$ cat src/rtl/mc_pkg.sv
// rtl/mc_pkg.sv - shared state, opcode and mux-select encodings for the multicycle controller
package mc_pkg;

  typedef enum logic [3:0] {
    S_INIT      = 4'd0,
    S_IF        = 4'd1,
    S_ID        = 4'd2,
    S_MEM_ADR   = 4'd3,
    S_MEM_RD    = 4'd4,
    S_WB_LW     = 4'd5,
    S_MEM_WR    = 4'd6,
    S_EXEC_R    = 4'd7,
    S_WB_R      = 4'd8,
    S_BEQ       = 4'd9,
    S_JUMP      = 4'd10,
    S_JAL       = 4'd11,
    S_JR        = 4'd12,
    S_EXEC_ADDI = 4'd13,
    S_EXEC_SLTI = 4'd14,
    S_WB_I      = 4'd15
  } state_t;

  localparam logic [5:0] OP_RTYPE = 6'b000000;
  localparam logic [5:0] OP_LW    = 6'b100011;
  localparam logic [5:0] OP_SW    = 6'b101011;
  localparam logic [5:0] OP_BEQ   = 6'b000100;
  localparam logic [5:0] OP_J     = 6'b000010;
  localparam logic [5:0] OP_JAL   = 6'b000011;
  localparam logic [5:0] OP_JR    = 6'b000110;
  localparam logic [5:0] OP_ADDIU = 6'b001001;
  localparam logic [5:0] OP_SLTI  = 6'b001010;

  // alu_op values are also decoded by alu_controller
  localparam logic [1:0] ALU_OP_ADD  = 2'b00;
  localparam logic [1:0] ALU_OP_SUB  = 2'b01;
  localparam logic [1:0] ALU_OP_FUNC = 2'b10;
  localparam logic [1:0] ALU_OP_SLT  = 2'b11;

  localparam logic [1:0] REG_DST_RT = 2'b00;
  localparam logic [1:0] REG_DST_RD = 2'b01;
  localparam logic [1:0] REG_DST_RA = 2'b10;

  localparam logic [1:0] MEM_TO_REG_ALUOUT = 2'b00;
  localparam logic [1:0] MEM_TO_REG_MDR    = 2'b01;
  localparam logic [1:0] MEM_TO_REG_PC     = 2'b10;

  localparam logic [1:0] ALU_SRC_B_REG     = 2'b00;
  localparam logic [1:0] ALU_SRC_B_FOUR    = 2'b01;
  localparam logic [1:0] ALU_SRC_B_IMM     = 2'b10;
  localparam logic [1:0] ALU_SRC_B_IMM_SH2 = 2'b11;

  localparam logic [1:0] PC_SRC_ALU    = 2'b00;
  localparam logic [1:0] PC_SRC_ALUOUT = 2'b01;
  localparam logic [1:0] PC_SRC_JUMP   = 2'b10;
  localparam logic [1:0] PC_SRC_RS     = 2'b11;

  typedef struct packed {
    logic       pc_write;
    logic       pc_write_cond;
    logic       i_or_d;
    logic       mem_read;
    logic       mem_write;
    logic       ir_write;
    logic       reg_write;
    logic [1:0] reg_dst;
    logic [1:0] mem_to_reg;
    logic       alu_src_a;
    logic [1:0] alu_src_b;
    logic [1:0] pc_src;
    logic [1:0] alu_op;
    logic       instr_done;
    logic       illegal_op;
  } ctrl_t;

  function automatic logic op_supported(input logic [5:0] op);
    logic ok;
    case (op)
      OP_RTYPE, OP_LW, OP_SW, OP_BEQ, OP_J,
      OP_JAL, OP_JR, OP_ADDIU, OP_SLTI: ok = 1'b1;
      default:                          ok = 1'b0;
    endcase
    return ok;
  endfunction

endpackage

$ cat src/rtl/mc_output_decoder.sv
// rtl/mc_output_decoder.sv - combinational state to control-word decode
module mc_output_decoder
  import mc_pkg::*;
(
  input  state_t state,
  input  logic   op_bad,
  output ctrl_t  ctrl
);

  always_comb begin
    ctrl = '0;
    case (state)
      S_IF: begin
        ctrl.mem_read  = 1'b1;
        ctrl.ir_write  = 1'b1;
        ctrl.pc_write  = 1'b1;
        ctrl.alu_src_b = ALU_SRC_B_FOUR;
        ctrl.alu_op    = ALU_OP_ADD;
      end
      S_ID: begin
        // branch target is precomputed into ALUOut for a possible beq
        ctrl.alu_src_b  = ALU_SRC_B_IMM_SH2;
        ctrl.alu_op     = ALU_OP_ADD;
        ctrl.illegal_op = op_bad;
        ctrl.instr_done = op_bad;
      end
      S_MEM_ADR, S_EXEC_ADDI, S_EXEC_SLTI: begin
        ctrl.alu_src_a = 1'b1;
        ctrl.alu_src_b = ALU_SRC_B_IMM;
        ctrl.alu_op    = (state == S_EXEC_SLTI) ? ALU_OP_SLT : ALU_OP_ADD;
      end
      S_MEM_RD: begin
        ctrl.mem_read = 1'b1;
        ctrl.i_or_d   = 1'b1;
      end
      S_WB_LW: begin
        ctrl.reg_write  = 1'b1;
        ctrl.mem_to_reg = MEM_TO_REG_MDR;
        ctrl.reg_dst    = REG_DST_RT;
        ctrl.instr_done = 1'b1;
      end
      S_MEM_WR: begin
        ctrl.mem_write  = 1'b1;
        ctrl.i_or_d     = 1'b1;
        ctrl.instr_done = 1'b1;
      end
      S_EXEC_R: begin
        ctrl.alu_src_a = 1'b1;
        ctrl.alu_src_b = ALU_SRC_B_REG;
        ctrl.alu_op    = ALU_OP_FUNC;
      end
      S_WB_R: begin
        ctrl.reg_write  = 1'b1;
        ctrl.reg_dst    = REG_DST_RD;
        ctrl.instr_done = 1'b1;
      end
      S_BEQ: begin
        ctrl.alu_src_a     = 1'b1;
        ctrl.alu_op        = ALU_OP_SUB;
        ctrl.pc_write_cond = 1'b1;
        ctrl.pc_src        = PC_SRC_ALUOUT;
        ctrl.instr_done    = 1'b1;
      end
      S_JUMP: begin
        ctrl.pc_write   = 1'b1;
        ctrl.pc_src     = PC_SRC_JUMP;
        ctrl.instr_done = 1'b1;
      end
      S_JAL: begin
        ctrl.pc_write   = 1'b1;
        ctrl.pc_src     = PC_SRC_JUMP;
        ctrl.reg_write  = 1'b1;
        ctrl.reg_dst    = REG_DST_RA;
        ctrl.mem_to_reg = MEM_TO_REG_PC;
        ctrl.instr_done = 1'b1;
      end
      S_JR: begin
        ctrl.pc_write   = 1'b1;
        ctrl.pc_src     = PC_SRC_RS;
        ctrl.instr_done = 1'b1;
      end
      S_WB_I: begin
        ctrl.reg_write  = 1'b1;
        ctrl.reg_dst    = REG_DST_RT;
        ctrl.mem_to_reg = MEM_TO_REG_ALUOUT;
        ctrl.instr_done = 1'b1;
      end
      default: ctrl = '0;
    endcase
  end

endmodule

$ cat src/rtl/multicycle_controller.sv
// rtl/multicycle_controller.sv - multicycle MIPS-subset sequencer: state register, next state, pc_en
module multicycle_controller
  import mc_pkg::*;
(
  input  logic       clk,
  input  logic       rst_n,
  input  logic [5:0] opcode,
  input  logic       zero,
  output logic       pc_en,
  output logic       pc_write,
  output logic       pc_write_cond,
  output logic       i_or_d,
  output logic       mem_read,
  output logic       mem_write,
  output logic       ir_write,
  output logic       reg_write,
  output logic [1:0] reg_dst,
  output logic [1:0] mem_to_reg,
  output logic       alu_src_a,
  output logic [1:0] alu_src_b,
  output logic [1:0] pc_src,
  output logic [1:0] alu_op,
  output logic       instr_done,
  output logic       illegal_op
);

  state_t state;
  state_t state_nxt;
  ctrl_t  ctrl;
  logic   op_bad;

  assign op_bad = (state == S_ID) && !op_supported(opcode);

  always_ff @(posedge clk or negedge rst_n) begin
    if (!rst_n) state <= S_INIT;
    else        state <= state_nxt;
  end

  always_comb begin
    state_nxt = S_IF;
    case (state)
      S_IF: state_nxt = S_ID;
      S_ID: begin
        case (opcode)
          OP_LW, OP_SW: state_nxt = S_MEM_ADR;
          OP_RTYPE:     state_nxt = S_EXEC_R;
          OP_BEQ:       state_nxt = S_BEQ;
          OP_J:         state_nxt = S_JUMP;
          OP_JAL:       state_nxt = S_JAL;
          OP_JR:        state_nxt = S_JR;
          OP_ADDIU:     state_nxt = S_EXEC_ADDI;
          OP_SLTI:      state_nxt = S_EXEC_SLTI;
          default:      state_nxt = S_IF;
        endcase
      end
      // IR is frozen after IF, so opcode is still valid here
      S_MEM_ADR:   state_nxt = (opcode == OP_SW) ? S_MEM_WR : S_MEM_RD;
      S_MEM_RD:    state_nxt = S_WB_LW;
      S_EXEC_R:    state_nxt = S_WB_R;
      S_EXEC_ADDI: state_nxt = S_WB_I;
      S_EXEC_SLTI: state_nxt = S_WB_I;
      default:     state_nxt = S_IF;
    endcase
  end

  mc_output_decoder u_dec (
    .state  (state),
    .op_bad (op_bad),
    .ctrl   (ctrl)
  );

  assign pc_write      = ctrl.pc_write;
  assign pc_write_cond = ctrl.pc_write_cond;
  assign i_or_d        = ctrl.i_or_d;
  assign mem_read      = ctrl.mem_read;
  assign mem_write     = ctrl.mem_write;
  assign ir_write      = ctrl.ir_write;
  assign reg_write     = ctrl.reg_write;
  assign reg_dst       = ctrl.reg_dst;
  assign mem_to_reg    = ctrl.mem_to_reg;
  assign alu_src_a     = ctrl.alu_src_a;
  assign alu_src_b     = ctrl.alu_src_b;
  assign pc_src        = ctrl.pc_src;
  assign alu_op        = ctrl.alu_op;
  assign instr_done    = ctrl.instr_done;
  assign illegal_op    = ctrl.illegal_op;
  assign pc_en         = ctrl.pc_write | (ctrl.pc_write_cond & zero);

endmodule
$ cat config.mk
export PLATFORM = sky130hd
export DESIGN_NAME = multicycle_controller
export DESIGN_NICKNAME = d
export VERILOG_FILES = /design/src/rtl/mc_pkg.sv /design/src/rtl/mc_output_decoder.sv /design/src/rtl/multicycle_controller.sv
export SDC_FILE = /design/constraint.sdc
export NUM_CORES = 1
export LEC_CHECK = 0
export CAP_MARGIN = 0
export CORE_MARGIN = 4
export CORE_UTILIZATION = 45
export DETAILED_ROUTE_END_ITERATION = 8
export MAX_ROUTING_LAYER = met4
export PLACE_DENSITY = 0.84
export SYNTH_ARGS = -nofsm -noshare
export SYNTH_HDL_FRONTEND = slang
export SYNTH_SLANG_ARGS = --single-unit
$ cat constraint.sdc
create_clock -name clk -period 2.1 [get_ports clk]
set_input_delay 0.21 -clock clk [delete_from_list [all_inputs] [get_ports clk]]
set_output_delay 0.21 -clock clk [all_outputs]
set_load 0.01 [all_outputs]
==> results by group <==
Yosys
  • Mean Syn Cell Area: 7.04 µm²
  • Ys async rst share: between 90% and 100%
  • Largest area contributor in the netlist: dfrtp_1
  • Post-synth top flop: dfrtp_1
  • EDFF count, synth: 0
  • Mapped cell area: 704 µm²
  • Syn_nets: approximately 110
  • Synth cell types: 38
  • Area contributors post-synth: dfrtp_1 (14%), nand2b_1 (6.2%), a21oi_1 (5.7%)
  • Flops & latches, synth: 4
  • Yosys top cell area share: 14.2%
  • Gate count after technology mapping: 100
  • Synth warn: 0
  • Register area share after synthesis: 14.2%

Timing
  • Final critical path time including I/O delays and setup: 2.02 ns
  • Skew final: 0.00282 ns
  • Setup TNS: 0 ns
  • Setup ws final: around 0.075 ns
  • Final hold violations: 0
  • Max-slew headroom: 83.5%
  • Final Setup Violations: 0
  • Slew @ Worst Pin: 0.245 ns
  • Final Slew Violations: 0
  • Max Clk Rate: 494 MHz
  • Final period utilization: between 90% and 100%

Critical path
  • Worst-path fanout max: 10
  • WP data required: 1.89 ns
  • Crit path from: state[3]$_DFF_PN0_
  • Worst R2R Start: state[3]$_DFF_PN0_
  • Crit end category: primary output
  • Worst setup SP type: flop
  • Crit path DAT: 1.81 ns
  • Crit Path Category: reg2out

Finish
  • ANT cells: 0
  • Post-layout instance area: 0.00112 mm²
  • Most common cell after layout, fill and taps aside: clkdlybuf4s50_1
  • Layout area overhead: 59.5%
  • Post-layout nets: 150
  • Share of cells above drive strength 1: a little under a quarter
  • Final core occ: roughly three quarters
  • Max reg flops: 4
  • Most frequent cells in the layout: clkdlybuf4s50_1 (22), buf_4 (17), nand2_1 (10), nor2_1 (9), a21oi_1 (8)
  • Biggest regs: state (4)
  • Top reg by flops: state

Run
  • Max-cap check violation count: 0

Clock network
  • Clock Latency Late Sink: 0.23 ns
  • H-tree depth: 1
  • Longest Clk Path Bufs: 2
  • CTS tree: yes
  • Reg clk slew, reported paths: 0.04 ns
  • Clock sinks: 4
  • TritonCTS Buffers: 3
  • Clock Tree Root: clkbuf_4

Route
  • Vias/cell: 5.76
  • Met3 WL post-DR: between 150 and 200 µm
  • Wire length on met2: approximately 1.1 mm
  • Wire per inst: ~13 µm
  • Highest routed metal layer: met4
  • First-pass iteration count of the detailed router: 4
  • Drt drc: 0
  • Total Wirelength: between 2 and 2.5 mm
  • Antenna-violating nets left: 0
  • Iteration-0 DRC Markers: 21
  • DR vias: roughly 900
  • Wire length on met1: 771 µm

Floorplanning
  • Die area: approximately 0.0023 mm²
  • IO Pins: 30
  • Core region area: 0.00149 mm²
  • Die Ht: 47.6 µm
  • Die W: 47.6 µm
  • Starting Density: between 40 and 50%
  • Row count: 14

Pwr
  • Pint: 0.732 mW
  • Gate power share: 78.5%
  • Power Density: 1140 mW/mm²
  • Flop pwr share: 14.3%
  • Tot Pwr: 1.28 mW
  • Peak supply drop: ~0.00055 V
  • Switching share of total power: between 40% and 50%
  • Psw: around 0.55 mW
  • Clock share of power: 7.2%
  • Leakage: roughly 0.50 nW

Global routing
  • Grt ovf: 0
  • Number of global-route vias before repair: 733
  • Initial antenna violation count: 0
  • First-pass GRT wire length: about 3.0 mm
  • Largest net degree at the start of global routing: 12
  • Gr usage total: 19.8%

Min path
  • Hold/Removal Path Class: in2async

Placement
  • Port Buffers: 29
  • Placed Area: between 0.001 and 0.0015 mm²
  • Hpwl dp: 1.56 mm
  • Pre-CTS WS: -0.0959 ns
  • GP Congestion: 0.827

Status
  • Run status: completed
## stage by stage
| step | instances | hold WS (ns) |
|---|---|---|
| after global placement | 148 | 0.412 |
| after global routing | 155 | 0.181 |
| final | 155 | 0.174 |
| after CTS | 151 | 0.172 |
| after detailed placement | 148 | 0.417 |
| after floorplan | 100 | -0.0856 |
## Yosys cell counts (3+ instances only)
cell type and n:
buf_2 5, nor2_1 10, o21ai_0 4, dfrtp_1 4, nor3_1 4, or2_1 3, a21oi_1 8, and2_1 3
buf_6 3, inv_1 3, nand2b_1 7, nand2_1 10
## final cells by class
type,instances,area (µm²)
tap,16,20.0
multi-input combinational,81,520
clock buffer,3,22.5
timing repair buffer,47,440
fill,109,365
sequential,4,105
inverter,4,15.0
## worst paths after layout
kind | to | slack (ns) | cells past startpoint
max in group asynchronous | state[3]$_DFF_PN0_ | 1.75 | 1
max | alu_src_b[0] | 0.08 | 4
min reg2reg | state[3]$_DFF_PN0_ | 0.69 | 1
min in group clk | state[1]$_DFF_PN0_ | 0.64 | 3
min | state[0]$_DFF_PN0_ | 0.17 | 1
max reg2reg | state[1]$_DFF_PN0_ | 0.64 | 5
## power groups by stage
stage	clock [mW]	sequential (mW)	combinational [mW]
finish	0.0930	0.183	1.01
global route	0.0993	0.191	1.09
CTS	0.0954	0.184	0.941
detailed placement	0	0.179	0.949
global placement	0	0.179	0.935
floorplan	0	0.119	0.593
## logic make-up after synthesis
logic type	count (synthesis)	synth area share, %
xor+xnor	3	3.73
compound gates	29	27.5
buf+inv	15	13.3
mux	3	4.62
flops	4	14.2
simple gates	46	36.6
## worst max-delay path, cell delays in order (launching register included)
cell,delay (ns)
dfrtp_2,0.46
or2_4,0.30
buf_4,0.16
a21oi_1,0.11
clkdlybuf4s50_1,0.55
## routing by layer
layer,vias to the layer above,track usage [%]
li1,430,-
met1,397,20.2
met4,0,12.9
met2,56,35.3
met3,10,2.26
met5,-,-
## timing repair
action                                  CTS  global route
endpoints found under the setup margin    6             7
resized for setup                         8             7
cloned                                    0             0
setup buffers                             0             4
hold buffers                              0             0
No activity file was read; power rests on OpenSTA's default activity.
